--- config.mk ---
export PLATFORM = sky130hd
export DESIGN_NAME = mem_stage
export DESIGN_NICKNAME = d
export VERILOG_FILES = /design/src/rtl/mem_stage.sv
export SDC_FILE = /design/constraint.sdc
export NUM_CORES = 1
export LEC_CHECK = 0
export CAP_MARGIN = 25
export CORE_MARGIN = 4
export CORE_UTILIZATION = 45
export CTS_BUF_LIST = sky130_fd_sc_hd__clkbuf_4 sky130_fd_sc_hd__clkbuf_8
export DETAILED_ROUTE_END_ITERATION = 8
export PLACE_DENSITY = 0.8
export SETUP_SLACK_MARGIN = 0.5
export SLEW_MARGIN = 20
export SYNTH_ARGS = -nofsm -noshare
export SYNTH_HDL_FRONTEND = slang
export SYNTH_SLANG_ARGS = --single-unit
--- constraint.sdc ---
create_clock -name clk -period 2.5 [get_ports clk]
set_clock_uncertainty 0.1 [all_clocks]
set_input_delay 0.375 -clock clk [delete_from_list [all_inputs] [get_ports clk]]
set_output_delay 0.375 -clock clk [all_outputs]
set_load 0.01 [all_outputs]
--- src/rtl/mem_stage.sv ---
// ---------------------------------------------------------------------------
// mem_stage
//
// Memory-access stage of the five-stage CPU pipeline. It takes instructions
// from EXE, waits for the data-SRAM response of any load or store that EXE
// already issued, extracts and extends load data, and hands the completed
// instruction to WB. It also reports its destination register to decode
// for hazard detection.
//
// Handshake (both sides): a transfer happens on a rising edge where the
// producer's valid and the consumer's allowin are both high. A producer
// holds valid and payload stable until the transfer happens. allowin may
// depend combinationally on the downstream allowin.
//
// Ports:
//   clk               in   1    rising-edge clock
//   resetn            in   1    asynchronous active-low reset
//   exe_to_mem_valid  in   1    EXE holds a valid instruction
//   exe_to_mem_bus    in   75   {mem_we,res_from_mem,load_type[2:0],gr_we,
//                                dest[4:0],alu_result[31:0],pc[31:0]}
//   mem_allowin       out  1    MEM can accept an instruction this cycle
//   data_sram_data_ok in   1    response for the single outstanding request
//   data_sram_rdata   in   32   read data, valid with data_ok
//   wb_allowin        in   1    WB can accept
//   mem_to_wb_valid   out  1    MEM presents a completed instruction
//   mem_to_wb_bus     out  70   {gr_we,dest[4:0],final_result[31:0],pc[31:0]}
//   gr_we_mem         out  1    gr_we of the valid MEM instruction, else 0
//   dest_mem          out  5    dest of the valid MEM instruction, else 0
//   mem_load_pending  out  1    valid load still waiting for its response
// ---------------------------------------------------------------------------
module mem_stage #(
    parameter int EXE_TO_MEM_BUS_WD = 75,
    parameter int MEM_TO_WB_BUS_WD  = 70
) (
    input  logic                         clk,
    input  logic                         resetn,
    input  logic                         exe_to_mem_valid,
    input  logic [EXE_TO_MEM_BUS_WD-1:0] exe_to_mem_bus,
    output logic                         mem_allowin,
    input  logic                         data_sram_data_ok,
    input  logic [31:0]                  data_sram_rdata,
    input  logic                         wb_allowin,
    output logic                         mem_to_wb_valid,
    output logic [MEM_TO_WB_BUS_WD-1:0]  mem_to_wb_bus,
    output logic                         gr_we_mem,
    output logic [4:0]                   dest_mem,
    output logic                         mem_load_pending
);

    // Load type encodings carried on the EXE->MEM bus.
    localparam logic [2:0] LT_LW  = 3'b000;
    localparam logic [2:0] LT_LB  = 3'b001;
    localparam logic [2:0] LT_LBU = 3'b010;
    localparam logic [2:0] LT_LH  = 3'b011;
    localparam logic [2:0] LT_LHU = 3'b100;

    // Stage state.
    logic                         r_mem_valid;
    logic [EXE_TO_MEM_BUS_WD-1:0] r_bus;
    logic                         r_ok_buf;
    logic [31:0]                  r_rdata_buf;

    // Decoded fields of the held instruction.
    logic        w_mem_we;
    logic        w_res_from_mem;
    logic [2:0]  w_load_type;
    logic        w_gr_we;
    logic [4:0]  w_dest;
    logic [31:0] w_alu_result;
    logic [31:0] w_pc;

    assign w_mem_we       = r_bus[74];
    assign w_res_from_mem = r_bus[73];
    assign w_load_type    = r_bus[72:70];
    assign w_gr_we        = r_bus[69];
    assign w_dest         = r_bus[68:64];
    assign w_alu_result   = r_bus[63:32];
    assign w_pc           = r_bus[31:0];

    // Handshake logic.
    logic w_need_ok;
    logic w_ready_go;
    logic w_leave;

    assign w_need_ok   = w_mem_we | w_res_from_mem;
    assign w_ready_go  = !w_need_ok | data_sram_data_ok | r_ok_buf;
    assign mem_allowin = !r_mem_valid | (w_ready_go & wb_allowin);
    assign mem_to_wb_valid = r_mem_valid & w_ready_go;
    assign w_leave     = mem_to_wb_valid & wb_allowin;

    // Instruction register.
    always_ff @(posedge clk or negedge resetn) begin
        if (!resetn) begin
            r_mem_valid <= 1'b0;
            r_bus       <= '0;
        end else begin
            if (mem_allowin) begin
                r_mem_valid <= exe_to_mem_valid;
            end
            if (exe_to_mem_valid && mem_allowin) begin
                r_bus <= exe_to_mem_bus;
            end
        end
    end

    // Response buffer: a response that arrives while WB stalls must be kept,
    // because data_ok is a one-cycle pulse and will not be repeated.
    always_ff @(posedge clk or negedge resetn) begin
        if (!resetn) begin
            r_ok_buf    <= 1'b0;
            r_rdata_buf <= '0;
        end else if (w_leave) begin
            r_ok_buf <= 1'b0;
        end else if (r_mem_valid && data_sram_data_ok && !r_ok_buf && !wb_allowin) begin
            r_ok_buf    <= 1'b1;
            r_rdata_buf <= data_sram_rdata;
        end
    end

    // Load data extraction. Misaligned addresses are not trapped here.
    logic [31:0] w_ld;
    logic [1:0]  w_off;
    logic [7:0]  w_byte;
    logic [15:0] w_half;
    logic [31:0] w_load_data;

    assign w_ld  = r_ok_buf ? r_rdata_buf : data_sram_rdata;
    assign w_off = w_alu_result[1:0];

    always_comb begin
        w_byte = w_ld[7:0];
        case (w_off)
            2'd1:    w_byte = w_ld[15:8];
            2'd2:    w_byte = w_ld[23:16];
            2'd3:    w_byte = w_ld[31:24];
            default: w_byte = w_ld[7:0];
        endcase
        w_half = w_off[1] ? w_ld[31:16] : w_ld[15:0];
    end

    always_comb begin
        w_load_data = w_ld;
        case (w_load_type)
            LT_LW:   w_load_data = w_ld;
            LT_LB:   w_load_data = {{24{w_byte[7]}}, w_byte};
            LT_LBU:  w_load_data = {24'd0, w_byte};
            LT_LH:   w_load_data = {{16{w_half[15]}}, w_half};
            LT_LHU:  w_load_data = {16'd0, w_half};
            default: w_load_data = w_ld;   // unused codes behave as lw
        endcase
    end

    logic [31:0] w_final_result;
    assign w_final_result = w_res_from_mem ? w_load_data : w_alu_result;

    assign mem_to_wb_bus = {w_gr_we, w_dest, w_final_result, w_pc};

    // Hazard info for decode.
    assign gr_we_mem = r_mem_valid & w_gr_we;
    assign dest_mem  = r_mem_valid ? w_dest : 5'd0;

    assign mem_load_pending = r_mem_valid & w_res_from_mem & !r_ok_buf & !data_sram_data_ok;

endmodule
==> flow_summary.toml <==
[run_status]
status = "finished, violations left"
violations = "setup timing"

[sta]
relSlewSlack_pct = 69.3
final_max_slew_viol_count = 0
fmax_mhz = 351
rsz0062_at_grt = "true"
fin_ws_ns = -0.350
finalCriticalPeriod_ns = 2.85
period_share_pct = 114
hold_viol_final = 0
worstMarginPinSlew_ns = 0.461
hold_ws_ns = 0.362
setup_viol = 32

[grt]
grt-ovfl-total = 0
antenna_found_initial = 0
grt_pass1_vias = 5785
grt_use_total_pct = 27.5
grt_pass1_wl_um = 31700
grt_max_degree = 41

[critical_path]
crit_type = "reg2out"
critPathLaunch = "r_ok_buf$_DFFE_PN0P_"
startpoint_type = "flop"
worstPathCellList = "buf_6 > buf_16 > mux2_4 > mux2_4 > a221oi_4 > buf_4 > a21oi_2 > buf_2"
ff2ff_path_depth = 10
endpoint_kind = "output port"
r2r-start = "r_ok_buf$_DFFE_PN0P_"
cp_max_fo = 4
path_common_cell = "mux2_4"
critPathRequiredTime_ns = 2.03
slowest_stage = "dfrtp_2"
worstPathArrival_ns = 2.37
crit_path_max_incr_delay_ns = 0.48

[clock_network]
cts_tree = "done"
cts.root.buffer_cell = "clkbuf_8"
insertion_delay_ns = 0.38
htreeDepth = 3
cts_buffers = 9
cts_buffer_depth = 2
clk_pin_slew_worst_paths_ns = 0.11
cts_sinks = 109

[pwr]
p_total_uw = 8340
powerDensity_mw_per_mm2 = 817
ir_drop_mv = 0.556
leakage_uw = 0.00441

[synthesis]
synth.avg_cell_area_um2 = 12.0
synth_xor_area_share_pct = 0.444
yosysWarnings = 0
synthCells = 492
synthAdderAreaFrac_pct = 0
synthSimpleGateAreaFrac_pct = 6.17
synth_edf_count = 0
synth_cell_types = 46
yosysSeqAreaShare_pct = 46.1
synth_top_family_by_area = "multiplexers"
synth_area_mm2 = 0.00592
syn_nets = 604
synth-async-reset-ratio_pct = 100
synth_compound_area_share_pct = 8.40
ys_ff_latch = 109
synthFlopType = "dfrtp_1"
synth_mux_area_share_pct = 31.1

[final_layout]
areaGrowthSynthToFinish_pct = 72.6
diodes = 0
drive_above_1_share_pct = 52.7
num-fill-cells = 706
nets = 870
regArea_mm2 = 0.00273
multiInputGateArea_mm2 = 0.00362
design_area_mm2 = 0.0102

[floorplan]
io_pins = 191
fp-row-count = 41
initial_core_util_pct = 46.5
die_h_um = 123
dieArea_mm2 = 0.0150
die_w_um = 123
core_mm2 = 0.0127

[detailed_routing]
via_per_inst = 5.68
postRouteAntennaNets = 0
drc = 0
vias = 5315
drt-wirelength-per-cell_um = 24.0
drt_pre_antenna_iters = 5
drt_iter0_drc = 295
drt-total-wl_um = 22400

[placement]
routabilityCongestion = 0.888
dpl_cell_area_mm2 = 0.00835
port_buffers = 190
dp_hpwl_um = 13500

[hold_path]
min_path_type = "in2async"

[run]
maxCapViolations = 0
Yosys cell counts (2+ instances only):
cell type    n  area [um2]
mux2_2     137        1540
dfrtp_1    109        2730
buf_4       38         285
nor2_1      36         135
buf_2       24         120
nand2_1     22        82.6
a31oi_1     18         113
a21oi_1     17        85.1
clkbuf_1    10        37.5
a221oi_1     9        78.8
and2_1       6        37.5
mux2i_1      6        60.1
mux4_2       6         135
a22oi_1      4        30.0
a31o_2       4        35.0
nand3_1      4        20.0
nor2b_1      4        25.0
o32a_1       4        40.0
mux2_1       3        33.8
mux4_1       2        52.6
nor3_1       2        10.0
o31ai_1      2        15.0
xnor2_1      2        17.5
flip-flops by register name (all words and copies together) (netlist names):
name         count
r_rdata_buf     32
r_mem_valid      1
r_ok_buf         1
r_bus           75
cell families after synthesis:
logic type                Yosys count
muxes                             155
DFF                               109
and+or+nand+nor                    81
buffers and inverters              75
AOI/OAI and AO/OA                  69
xor gates and xnor gates            3
area by class of cell:
type                    count  area share [%]
well taps                 172            2.11
flip-flops and latches    109            26.8
inverters                   2          0.0980
clock buffers              11            1.42
clock inverters             5           0.576
multi-input cells         308            35.5
repair buffers            328            33.5
layout by cell type, fill, tap and decap left out, drive strengths merged, types with 2 or more instances in the layout:
| cell type | n |
|---|---|
| buf | 168 |
| clkdlybuf4s50 | 154 |
| mux2 | 141 |
| dfrtp | 109 |
| nor2 | 36 |
| nand2 | 22 |
| a31oi | 18 |
| a21oi | 18 |
| clkbuf | 15 |
| a221oi | 9 |
| mux4 | 8 |
| and2 | 6 |
| mux2i | 6 |
| nor2b | 4 |
| a22oi | 4 |
| o32a | 4 |
| a31o | 4 |
| nand3 | 4 |
| nor3 | 3 |
| inv | 3 |
| xnor2 | 2 |
| clkinvlp | 2 |
| o31ai | 2 |
metrics by stage:
stage | worst slack [ns] | std cells | utilization, % | TNS, ns
global placement | -0.624 | 863 | 65.6 | -14.19
floorplan | 0.312 | 492 | - | 0
detailed placement | -0.562 | 863 | 65.6 | -14.50
finish | -0.350 | 935 | 80.3 | -9.50
global route | -0.433 | 935 | 80.3 | -11.87
CTS | -0.350 | 918 | 75.4 | -9.55
worst max-delay path: cells and delay by family (launching register included):
kind / cells / cell delay [ns]
multiplexers: 2 / 0.61
buffers and inverters: 4 / 0.58
flip-flops: 1 / 0.48
AO/OA/AOI/OAI: 2 / 0.32
path summary, 6_finish.rpt:
check | to | slack, ns
max in group asynchronous | r_bus[25]$_DFFE_PN0P_ | 1.27
min in group clk | r_rdata_buf[29]$_DFFE_PN0P_ | 0.42
worst max register to register | r_bus[29]$_DFFE_PN0P_ | 0.22
worst max-delay path | mem_to_wb_bus[44] | -0.35
worst min-delay path | r_bus[2]$_DFFE_PN0P_ | 0.36
worst min register to register | r_rdata_buf[29]$_DFFE_PN0P_ | 0.42
power by group:
| part | internal, uW | switching (uW) | total [uW] |
|---|---|---|---|
| logic | 2680 | 2010 | 4690 |
| registers | 2190 | 321 | 2510 |
| clock network | 505 | 643 | 1150 |
| total | 5370 | 2980 | 8340 |
routing by layer:
layer  part of all wire (%)  global-route usage (%)  up-vias
met3                    7.2                    6.77       44
met2                     52                    47.1      244
met4                    2.4                    10.8        0
li1                       -                       -     2278
met1                     39                    33.4     2749
met5                      0                       0        -
timing repair:
item / in CTS / in global routing
setup endpoints to repair: 116 / 110
buffers inserted: 28 / 12
hold endpoints to repair: 29 / 0
cloned: 10 / 5
hold buffers: 1 / 0
gates resized for setup: 301 / 74
pin swaps: 33 / 27
Power figures use the tool's default switching activity.
